==> src/rtl/rm_lane_tracker.sv <==
// Per-lane event counter with a sticky fired flag and a one-cycle alert pulse.
// Define RM_TIMEOUT_EN to let an idle COUNTING lane expire after WINDOW cycles.
module rm_lane_tracker #(
    parameter int NUM_LANES = 5,
    parameter int THRESHOLD = 3,
    parameter int WINDOW    = 16,
    localparam int LANE_W   = $clog2(NUM_LANES),
    localparam int CNT_W    = $clog2(THRESHOLD + 1)
) (
    input  logic                 clk_i,
    input  logic                 rst_i,
    input  logic                 probe_val_i,
    input  logic [LANE_W-1:0]    lane_i,
    input  logic                 reset_lane_i,
    input  logic                 clear_all_i,
    input  logic [LANE_W-1:0]    rd_lane_i,
    output logic                 alert_o,
    output logic [LANE_W-1:0]    alert_lane_o,
    output logic [NUM_LANES-1:0] lane_fired_o,
    output logic [CNT_W-1:0]     rd_count_o
);

    typedef enum logic [1:0] {
        IDLE,
        COUNTING,
        FIRED
    } lane_state_e;

    lane_state_e          state_q [NUM_LANES];
    lane_state_e          state_d [NUM_LANES];
    logic [CNT_W-1:0]     cnt_q   [NUM_LANES];
    logic [CNT_W-1:0]     cnt_d   [NUM_LANES];
    logic [NUM_LANES-1:0] fired_q;
    logic [NUM_LANES-1:0] fired_d;
    logic                 alert_q;
    logic                 alert_d;
    logic [LANE_W-1:0]    alert_lane_q;
    logic [LANE_W-1:0]    alert_lane_d;

`ifdef RM_TIMEOUT_EN
    localparam int TMR_W = $clog2(WINDOW + 1);
    logic [TMR_W-1:0] tmr_q [NUM_LANES];
    logic [TMR_W-1:0] tmr_d [NUM_LANES];
`else
    logic unused_window;
    assign unused_window = (WINDOW != 0);
`endif

    always_comb begin
        state_d      = state_q;
        cnt_d        = cnt_q;
        fired_d      = fired_q;
        alert_d      = 1'b0;
        alert_lane_d = alert_lane_q;
`ifdef RM_TIMEOUT_EN
        tmr_d        = tmr_q;
`endif
        // Out-of-range lane_i matches no lane, so its probe/reset are dropped.
        for (int l = 0; l < NUM_LANES; l++) begin
            if (clear_all_i || (reset_lane_i && lane_i == LANE_W'(l))) begin
                state_d[l] = IDLE;
                cnt_d[l]   = '0;
                fired_d[l] = 1'b0;
`ifdef RM_TIMEOUT_EN
                tmr_d[l]   = '0;
`endif
            end else if (probe_val_i && lane_i == LANE_W'(l)
                         && state_q[l] != FIRED) begin
                cnt_d[l] = cnt_q[l] + CNT_W'(1);
`ifdef RM_TIMEOUT_EN
                tmr_d[l] = TMR_W'(WINDOW);
`endif
                if (cnt_q[l] == CNT_W'(THRESHOLD - 1)) begin
                    state_d[l]   = FIRED;
                    fired_d[l]   = 1'b1;
                    alert_d      = 1'b1;
                    alert_lane_d = LANE_W'(l);
                end else begin
                    state_d[l] = COUNTING;
                end
            end
`ifdef RM_TIMEOUT_EN
            else if (state_q[l] == COUNTING) begin
                // The decrement that reaches zero also drops the lane.
                if (tmr_q[l] <= TMR_W'(1)) begin
                    state_d[l] = IDLE;
                    cnt_d[l]   = '0;
                    tmr_d[l]   = '0;
                end else begin
                    tmr_d[l] = tmr_q[l] - TMR_W'(1);
                end
            end
`endif
        end
    end

    always_ff @(posedge clk_i) begin
        if (rst_i) begin
            for (int l = 0; l < NUM_LANES; l++) begin
                state_q[l] <= IDLE;
                cnt_q[l]   <= '0;
`ifdef RM_TIMEOUT_EN
                tmr_q[l]   <= '0;
`endif
            end
            fired_q      <= '0;
            alert_q      <= 1'b0;
            alert_lane_q <= '0;
        end else begin
            for (int l = 0; l < NUM_LANES; l++) begin
                state_q[l] <= state_d[l];
                cnt_q[l]   <= cnt_d[l];
`ifdef RM_TIMEOUT_EN
                tmr_q[l]   <= tmr_d[l];
`endif
            end
            fired_q      <= fired_d;
            alert_q      <= alert_d;
            alert_lane_q <= alert_lane_d;
        end
    end

    always_comb begin
        rd_count_o = '0;
        for (int l = 0; l < NUM_LANES; l++) begin
            if (rd_lane_i == LANE_W'(l)) begin
                rd_count_o = cnt_q[l];
            end
        end
    end

    assign alert_o      = alert_q;
    assign alert_lane_o = alert_lane_q;
    assign lane_fired_o = fired_q;

endmodule

==> config.mk <==
export PLATFORM = sky130hd
export DESIGN_NAME = rm_lane_tracker
export DESIGN_NICKNAME = d
export VERILOG_FILES = /design/src/rtl/rm_lane_tracker.sv
export SDC_FILE = /design/constraint.sdc
export NUM_CORES = 1
export LEC_CHECK = 0
export BUFFER_PORTS_ARGS = -buffer_cell sky130_fd_sc_hd__buf_2
export CORE_MARGIN = 5
export CORE_UTILIZATION = 59
export CTS_CLUSTER_SIZE = 20
export DETAILED_ROUTE_END_ITERATION = 12
export PLACE_DENSITY = 0.82
export SLEW_MARGIN = 20
export SYNTH_ARGS = -nofsm -noshare
export SYNTH_HDL_FRONTEND = slang
export SYNTH_SLANG_ARGS = --single-unit
==> constraint.sdc <==
create_clock -name clk_i -period 3.2 [get_ports clk_i]
set_input_delay 0.64 -clock clk_i [delete_from_list [all_inputs] [get_ports clk_i]]
set_output_delay 0.64 -clock clk_i [all_outputs]
set_load 0.02 [all_outputs]
# After elaboration in Yosys (flattened, before gate mapping)
# Index checks and enable logic that the tools add are counted.
[word_totals]
ff_bits = 29
latchBits = 0
ram_bits = 0
mem_bits_ro = 0
out_inout_bits = 11
wordCells = 112
memories = 0
[classes]
n_addsub = 5
n_mul = 0
div_mod_pow = 0
n_lt_le_gt_ge = 0
n_eq_ne = 18
shift = 0
n_mux = 40
n_bitwise = 0
n_reduce_logical = 32
[ops]
columns = ["cell", "n"]
rows = [
  ["2-to-1 mux 3 bit", 15],
  ["2-to-1 mux 2 bit", 10],
  ["logical AND 1 bit", 15],
  ["2-to-1 mux 1 bit", 15],
  ["equality test 3 x 2 -> 1 bit, second input constant", 4],
  ["adder 2 x 1 -> 2 bit, second input constant", 5],
  ["equality test 2 bit, second input constant", 5],
  ["inequality test 2 bit, second input constant", 5],
  ["AND reduction 2 bit", 5],
  ["OR reduction 2 bit", 5],
  ["equality test 3 x 1 -> 1 bit, second input constant", 2],
  ["equality test 3 bit, second input constant", 2],
  ["zero test 3 bit", 2],
  ["logical OR 1 bit", 5],
]

# Longest topological paths before layout
# Gate-level depths: netlist of the first run.
[logic_depth]
ltp_word = 17
depth_mapped = 6
ltp_nobuf = 6

# Least setup slack after synthesis of the first run
# No wires, ideal clock.
[synth_path]
path_kind = "input to register"
start = "in lane_i[2]"
end = "reg alert_lane_q[2] (netlist: alert_lane_o[2])"
setup_time_ps = 117
arrival_time_ps = 1770
slack_ps = 1313
path_stages = 5
path_buffers = 1
path_cell_list = "buf_2 nand2b_4 a2111oi_4 a32oi_1 a32o_1"
[synth_between]
elab_chain_cells = 17
word_cells_on_any_way = 39
cone_classes = "4 x eq/ne; 14 x mux; 21 x reduce/logical"
[synth_rtl]
columns = ["element", "line_no", "text"]
rows = [
  ["from (decl)", "13", "input logic [LANE_W-1:0] lane_i,"],
  ["zero test 3 bit", "60, 67", ""],
  ["logical AND 1 bit", "67", "end else if (probe_val_i && lane_i == LANE_W'(l)"],
  ["logical AND 1 bit", "68", "&& state_q[l] != FIRED) begin"],
  ["2-to-1 mux 3 bit", "67", ""],
  ["2-to-1 mux 3 bit", "60", "if (clear_all_i || (reset_lane_i && lane_i == LANE_W'(l))) begin"],
  ["2-to-1 mux 3 bit", "73", "if (cnt_q[l] == CNT_W'(THRESHOLD - 1)) begin"],
  ["2-to-1 mux 3 bit", "67", ""],
  ["2-to-1 mux 3 bit", "60", ""],
  ["2-to-1 mux 3 bit", "73", ""],
  ["2-to-1 mux 3 bit", "67", ""],
  ["2-to-1 mux 3 bit", "60", ""],
  ["2-to-1 mux 3 bit", "73", ""],
  ["2-to-1 mux 3 bit", "67", ""],
  ["2-to-1 mux 3 bit", "60", ""],
  ["2-to-1 mux 3 bit", "73", ""],
  ["2-to-1 mux 3 bit", "67", ""],
  ["2-to-1 mux 3 bit *", "60", ""],
  ["to (signal assigned)", "119", "alert_lane_q <= alert_lane_d;"],
  ["to (decl)", "37", "logic [LANE_W-1:0] alert_lane_q;"],
]
# Mark *: on every way between the ends. The rest lies on a longest branch, timed or not.
# A chain may end at the register's enable or synchronous reset.

# Final worst setup path of the first run
[layout_path]
start = "in rd_lane_i[1]"
end = "out rd_count_o[1]"
[layout_between]
elab_chain_cells = 6
word_cells_on_any_way = 10
cone_classes = "4 x eq/ne; 5 x mux; 1 x reduce/logical"
[layout_rtl]
columns = ["element", "line_no", "text"]
rows = [
  ["from (decl)", "16", "input logic [LANE_W-1:0] rd_lane_i,"],
  ["zero test 3 bit", "126", "if (rd_lane_i == LANE_W'(l)) begin"],
  ["2-to-1 mux 2 bit (4 in series)", "126", ""],
  ["2-to-1 mux 2 bit *", "126", ""],
  ["to (decl)", "20", "output logic [CNT_W-1:0] rd_count_o"],
]
# Marked as above.

==> summary.md, run 1 <==
| Metric | Value |
|---|---|
| Outcome | `completed` |
| Most common cell in the netlist | `dfxtp_1` |
| Placed cell count | `217` |
| Pint | `475 uW` |
| First-pass GRT wire length | `5150 um` |
| Crit share post-route | `66.4%` |
| Synth cell types | `42` |
| Vias per cell | `5.74` |
| Max cap viols | `0` |
| Fmax | `471 MHz` |
| Fin area | `0.00165 mm^2` |
| Tot GR Track Use | `19.3%` |
| Setup ws final | `1.08 ns` |
| Clock Power Share | `32.2%` |
| Max clock buf depth | `2` |
| Final TNS setup | `0 ns` |
| Crit path DAT | `1.48 ns` |
| Core box area | `0.00243 mm^2` |
| Slew @ Worst Pin | `0.655 ns` |
| Post-route ant nets | `0` |
| DRC violations left | `0` |
| Synth area leaders | `dfxtp_1, nor2_1, ha_1, mux2i_1, a21oi_1` |
| Fin Clk Skew | `0.00934 ns` |
| CP top delay family | `compound AO/OA/AOI/OAI gates` |
| Vias in the first global route | `1,217` |
| HP Start | `state_q[1]` |
| Worst-path clk slew | `0.08 ns` |
| Worst hold slack | `0.459 ns` |
| Clock Root Buffer | `clkbuf_4` |
| Initial antenna violation count | `0` |
| Num Clock Sinks | `29` |
| Ys flop type | `dfxtp_1` |
| FILL cells | `212` |
| RSZ-0062 raised after global routing | `false` |
| Syn Area/Cell | `8.68 um^2` |
| Fin crit period | `2.12 ns` |
| Starting Density | `60.3%` |
| Chip height | `59.9 um` |
| Post-Place Setup Slack | `1.05 ns` |
| Die area | `0.00359 mm^2` |
| Async set or reset register ratio after synthesis | `0%` |
| Grt total ovfl | `0` |
| Crit path launch type | `input port` |
| Pin count of the biggest net entering global routing | `10` |
| Critical Path RT | `2.56 ns` |
| CTS Hold Bufs | `0` |
| Initial DRC Count | `67` |
| EDFF count, synth | `0` |
| Final Hold Viols | `0` |
| VDD IR-drop max | `0.000332 V` |
| Row count | `18` |
| Mapped Cells | `169` |
| Clk Latency, worst-skew pair | `0.32 ns` |
| Synthesis Warnings | `0` |
| Hold Path Class | `reg -> reg` |
| Post-Route WL | `3180 um` |
| H-tree Lvls | `2` |
| Crit path cell chain | `buf_2 > nand2b_1 > o21bai_1 > o21ai_0 > o311a_1 > buf_2` |
| Synth top area share | `39.6%` |
| Layout cells sized above 1 | `19.5%` |
| Critical Path Stages | `6` |
| HPWL Detailed | `2550 um` |
| CTS buffer count | `5` |
| Antenna diodes | `0` |
| Initial DRT Pass Iterations | `4` |
| Via count | `1,292` |
| CP peak stage delay | `0.17 ns` |
| Relative slew slack | `56.0%` |
| CTS tree | `done` |
| Post-CTS setup buffers | `0` |
| Switch share | `25.1%` |
| Combinational share of power | `10.4%` |
| Finish-stage setup viols | `0` |
| Area leader, netlist | `dfxtp_1` |
| Reg2reg path depth | `6` |
| CP most frequent cell | `buf_2` |
| Post-synth net total | `185` |
| CP Buf/Inv Count | `2` |
| Total leakage power | `0.611 nW` |
| Layout area overhead | `12.1%` |
| Placed instance area | `0.00160 mm^2` |
| Endpoint class of the critical path | `primary output` |
| Port Buffers | `21` |
| CP max FO | `7` |
| Reg power frac | `57.5%` |
| IO Pins | `22` |
| R2r startpoint | `cnt_q[2]` |
| CP startpoint | `rd_lane_i[1]` |
| Die X | `59.9 um` |
| Synth cell count leaders | `dfxtp_1, nor2_1, inv_1` |
| Layout Nets | `210` |
| Final Non-Filler Cells | `225` |
| Sequential area share after synthesis | `39.6%` |
| Register bit count reported by yosys | `29` |
| Syn Std Cell Area | `0.00147 mm^2` |
| Switch Pwr | `159 uW` |
| Pwr dens | `386 mW/mm^2` |
| Gpl congestion | `0.847` |
| Crit Path Category | `in -> out` |
| Post-CTS resize count | `0` |
| Hold Path Stages | `2` |
| Slowest cell on crit path | `o311a_1` |
| Wirelength per Cell | `14.1 um` |
| Max-slew violation count | `0` |
## worst min-delay path, delay by kind of cell (launching register included)
kind / cells / cell delay [ns]
AOI/OAI and AO/OA: 1 / 0.05
and+or+nand+nor: 1 / 0.05
DFF: 1 / 0.31
## power groups by stage
stage	clock, mW	combinational [mW]	sequential [mW]
final	0.204	0.0658	0.365
after global routing	0.229	0.0723	0.365
after CTS	0.209	0.0652	0.365
after detailed placement	0	0.0649	0.373
after global placement	0	0.0613	0.373
after floorplan	0	0.0443	0.373
## layer usage
layer  vias to the layer above  routed length, um  part of all wire, %  track usage, %
li1                        643                  -                    -               -
met1                       613               1370                   43            21.8
met2                        33               1590                   50            34.1
met3                         3                192                  6.0            5.83
met4                         0                 21                 0.66            6.33
met5                         -                  0                    0               0
## flip-flops by register name, indices dropped and copies added (netlist names)
| register | count |
|---|---|
| cnt_q | 10 |
| state_q | 10 |
| lane_fired_o | 5 |
| alert_lane_o | 3 |
| alert_o | 1 |
## final cells by class
cell class              count  area (um^2)  share of cell area, %
flip-flops and latches     29          581                   35.3
well taps                  30         37.5                   2.28
inverters                  15         56.3                   3.42
multi-input cells         122          817                   49.7
repair buffers             21          105                   6.39
clock buffers               8         48.8                   2.97
## worst paths after layout
| check | endpoint | slack (ns) |
|---|---|---|
| min | state_q[1] | 0.46 |
| min reg2reg | state_q[1] | 0.46 |
| max reg2reg | alert_lane_o[0] | 1.46 |
| max | rd_count_o[1] | 1.08 |
## metrics by stage
| step | total power [mW] | utilization (%) |
|---|---|---|
| 6_report | 0.635 | 67.6 |
| 5_1_grt | 0.666 | 67.6 |
| 4_1_cts | 0.639 | 67.6 |
| 3_5_place_dp | 0.438 | 65.6 |
| 3_3_place_gp | 0.434 | 65.6 |
| 2_1_floorplan | 0.417 | - |
## cells by family after synthesis
kind of cell               after synthesis  synth area share, %
and+or+nand+nor                         67                 24.0
AOI/OAI and AO/OA                       39                 20.3
DFF                                     29                 39.6
buffers and inverters                   18                 4.77
muxes                                    6                 4.09
xor gates and xnor gates                 5                 2.98
adders and majority gates                5                 4.26
## placed cells by master (no fill, tap or decap), types with 2 or more instances in the layout
master	instances
mux2i_1	6
nand2_1	12
buf_2	21
xnor2_1	5
clkbuf_4	5
a31oi_1	2
nand2b_1	8
nor3b_1	2
ha_1	5
clkbuf_1	3
nor2_1	21
or2_2	3
nor2b_1	7
nand4_1	2
dfxtp_1	29
a211oi_1	5
nand3_1	4
o21ai_0	5
o311a_1	2
o21bai_1	2
inv_1	14
a21oi_1	11
(Power assumes the default switching activity.)
==> inputs of run 2 (changes only) <==
- ABC_AREA: default -> 1
- CORE_UTILIZATION: 59 -> 55
- PLACE_DENSITY: 0.82 -> 0.78
- clock period: 3.2 -> 2 ns (I/O delays scaled with it)
==> summary.md, run 2 <==
| Metric | Value |
|---|---|
| Synth cell count leaders | `nand2_1, inv_1, dfxtp_1` |
| Tot GR Track Use | `19.3% (+0.076 points)` |
| CTS buffer count | `5 (unchanged)` |
| Layout cells sized above 1 | `20.4% (+0.96 points)` |
| Fin crit period | `1.75 ns` |
| Mapped Cells | `196 (+16%)` |
| CP peak stage delay | `0.38 ns (+0.21 ns)` |
| Port Buffers | `21 (unchanged)` |
| Syn Area/Cell | `7.25 um^2 (-16%)` |
| CTS tree | `done` |
| Wirelength per Cell | `12.2 um (-13%)` |
| Async set or reset register ratio after synthesis | `0% (unchanged)` |
| Post-Route WL | `3110 um (-1.9%)` |
| Starting Density | `57.4% (-3.0 points)` |
| Endpoint class of the critical path | `primary output` |
| Chip height | `60.8 um (+1.6%)` |
| Fmax | `573 MHz` |
| Gpl congestion | `0.737 (-13%)` |
| Final TNS setup | `0 ns (unchanged)` |
| Total leakage power | `0.669 nW (+9.4%)` |
| CP max FO | `3 (-4)` |
| CP top delay family | `compound AO/OA/AOI/OAI gates` |
| Syn Std Cell Area | `0.00142 mm^2 (-3.2%)` |
| VDD IR-drop max | `0.000437 V (+32%)` |
| Post-route ant nets | `0 (unchanged)` |
| IO Pins | `22 (unchanged)` |
| CTS Hold Bufs | `0 (unchanged)` |
| Most common cell after layout, fill and taps aside | `nand2_1` |
| Fin Clk Skew | `0.00439 ns (-0.00495 ns)` |
| Register bit count reported by yosys | `29 (unchanged)` |
| Die area | `0.00370 mm^2 (+3.2%)` |
| First-pass GRT wire length | `5240 um (+1.7%)` |
| DRC violations left | `0 (unchanged)` |
| Final Hold Viols | `0 (unchanged)` |
| Clock Root Buffer | `clkbuf_4` |
| Num Clock Sinks | `29 (unchanged)` |
| Crit path launch type | `flip-flop` |
| Max clock buf depth | `2 (unchanged)` |
| Initial antenna violation count | `0 (unchanged)` |
| Critical Path RT | `1.60 ns (-0.96 ns)` |
| Most common cell in the netlist | `nand2_1` |
| Vias per cell | `5.20 (-9.5%)` |
| Post-CTS resize count | `0 (unchanged)` |
| Slew @ Worst Pin | `0.273 ns (-0.381 ns)` |
| Finish-stage setup viols | `0 (unchanged)` |
| Initial DRT Pass Iterations | `4 (unchanged)` |
| Crit Path Category | `reg -> out` |
| Crit path DAT | `1.35 ns (-0.13 ns)` |
| Synthesis Warnings | `0 (unchanged)` |
| Clk Latency, worst-skew pair | `0.33 ns (about the same)` |
| Layout area overhead | `13.5%` |
| Vias in the first global route | `1,295 (+6.4%)` |
| Antenna diodes | `0 (unchanged)` |
| Power Total | `1.00 mW (+58%)` |
| RSZ-0062 raised after global routing | `false` |
| Initial DRC Count | `70 (+4.5%)` |
| Hold Path Class | `in -> reg` |
| Crit path cell chain | `inv_1 > o21ai_0 > a21oi_1 > a31oi_1 > buf_2` |
| Max cap viols | `0 (unchanged)` |
| H-tree Lvls | `2 (unchanged)` |
| Post-synth net total | `212 (+15%)` |
| Sequential area share after synthesis | `40.8% (+1.3 points)` |
| Synth area leaders | `dfxtp_1, nand2_1, inv_1, a21oi_1, nor2_1` |
| Die X | `60.8 um (+1.6%)` |
| Worst-path clk slew | `0.08 ns (about the same)` |
| Synth cell types | `27 (-36%)` |
| CP Buf/Inv Count | `2 (unchanged)` |
| Outcome | `completed` |
| Ys flop type | `dfxtp_1` |
| Grt total ovfl | `0 (unchanged)` |
| Synth top area share | `40.8% (+1.3 points)` |
| Post-CTS setup buffers | `0 (unchanged)` |
| Area leader, netlist | `dfxtp_1` |
| Commonest cells after routing, fill and taps aside | `nand2_1, inv_1, dfxtp_1` |
| Relative slew slack | `81.6% (+26 points)` |
| HPWL Detailed | `2440 um (-4.5%)` |
| Layout Nets | `240 (+14%)` |
| Slowest cell on crit path | `dfxtp_1` |
| Core box area | `0.00248 mm^2 (+1.9%)` |
| Max-slew violation count | `0 (unchanged)` |
| Via count | `1,325 (+2.6%)` |
| Crit share post-route | `87.3%` |
| Pin count of the biggest net entering global routing | `9 (-1)` |
| Row count | `18 (unchanged)` |
| Fin util | `65.1% (-2.5 points)` |
| Pwr dens | `622 mW/mm^2 (+61%)` |
| EDFF count, synth | `0 (unchanged)` |
[run 2: changes by cell type after synthesis, moves of 5 or more]
cell / change
nand2b_1: -8
nand2_1: +23
inv_1: +20
nor2b_1: -7
a21oi_1: +10
xnor2_1: -5
mux2i_1: -6
[run 2: final timing paths]
check                    end  cells past startpoint             from  slack [ns]
min          alert_lane_o[2]                      2            rst_i        0.25
max            rd_count_o[1]                      5         cnt_q[9]        0.25
min reg2reg  lane_fired_o[1]                      2  lane_fired_o[1]        0.45
max reg2reg          alert_o                      7         cnt_q[6]        0.67
[run 2: logic make-up (layout without fill, tap and decap cells)]
kind of cell	after synthesis	after routing	synth area share, %
AOI/OAI and AO/OA	38	38	15.2
adders and majority gates	5	5	4.40
buffers and inverters	37	66	9.86
DFF	29	29	40.8
and+or+nand+nor	87	87	29.7
[run 2: metrics by stage]
step                hold WS [ns]  instance area (um^2)  std cells  worst slack (ns)
floorplan                  0.434                  1420        196             0.444
global placement           0.435                  1560        247             0.403
detailed placement         0.437                  1560        247             0.268
CTS                        0.243                  1610        255             0.228
global route               0.240                  1610        255             0.167
finish                     0.246                  1610        255             0.253
[run 2: metal layers]
metal,global-route usage (%),up-vias,part of all wire (%)
met2,34.4,32,48
met4,6.50,0,1.7
met3,7.66,6,7.1
met5,0,-,0
li1,-,684,-
met1,20.9,603,43
[run 2: cell type report]
class                           count  area, um^2
Sequential cell                    29         581
Fill cell                         222         865
Multi-Input combinational cell    130         701
Clock buffer                        8        48.8
Tap cell                           30        37.5
Inverter                           37         140
Timing Repair Buffer               21         105
[run 2: power breakdown]
group	switching, mW	internal (mW)
Sequential	0.00241	0.581
Clock	0.196	0.140
Combinational	0.0588	0.0257
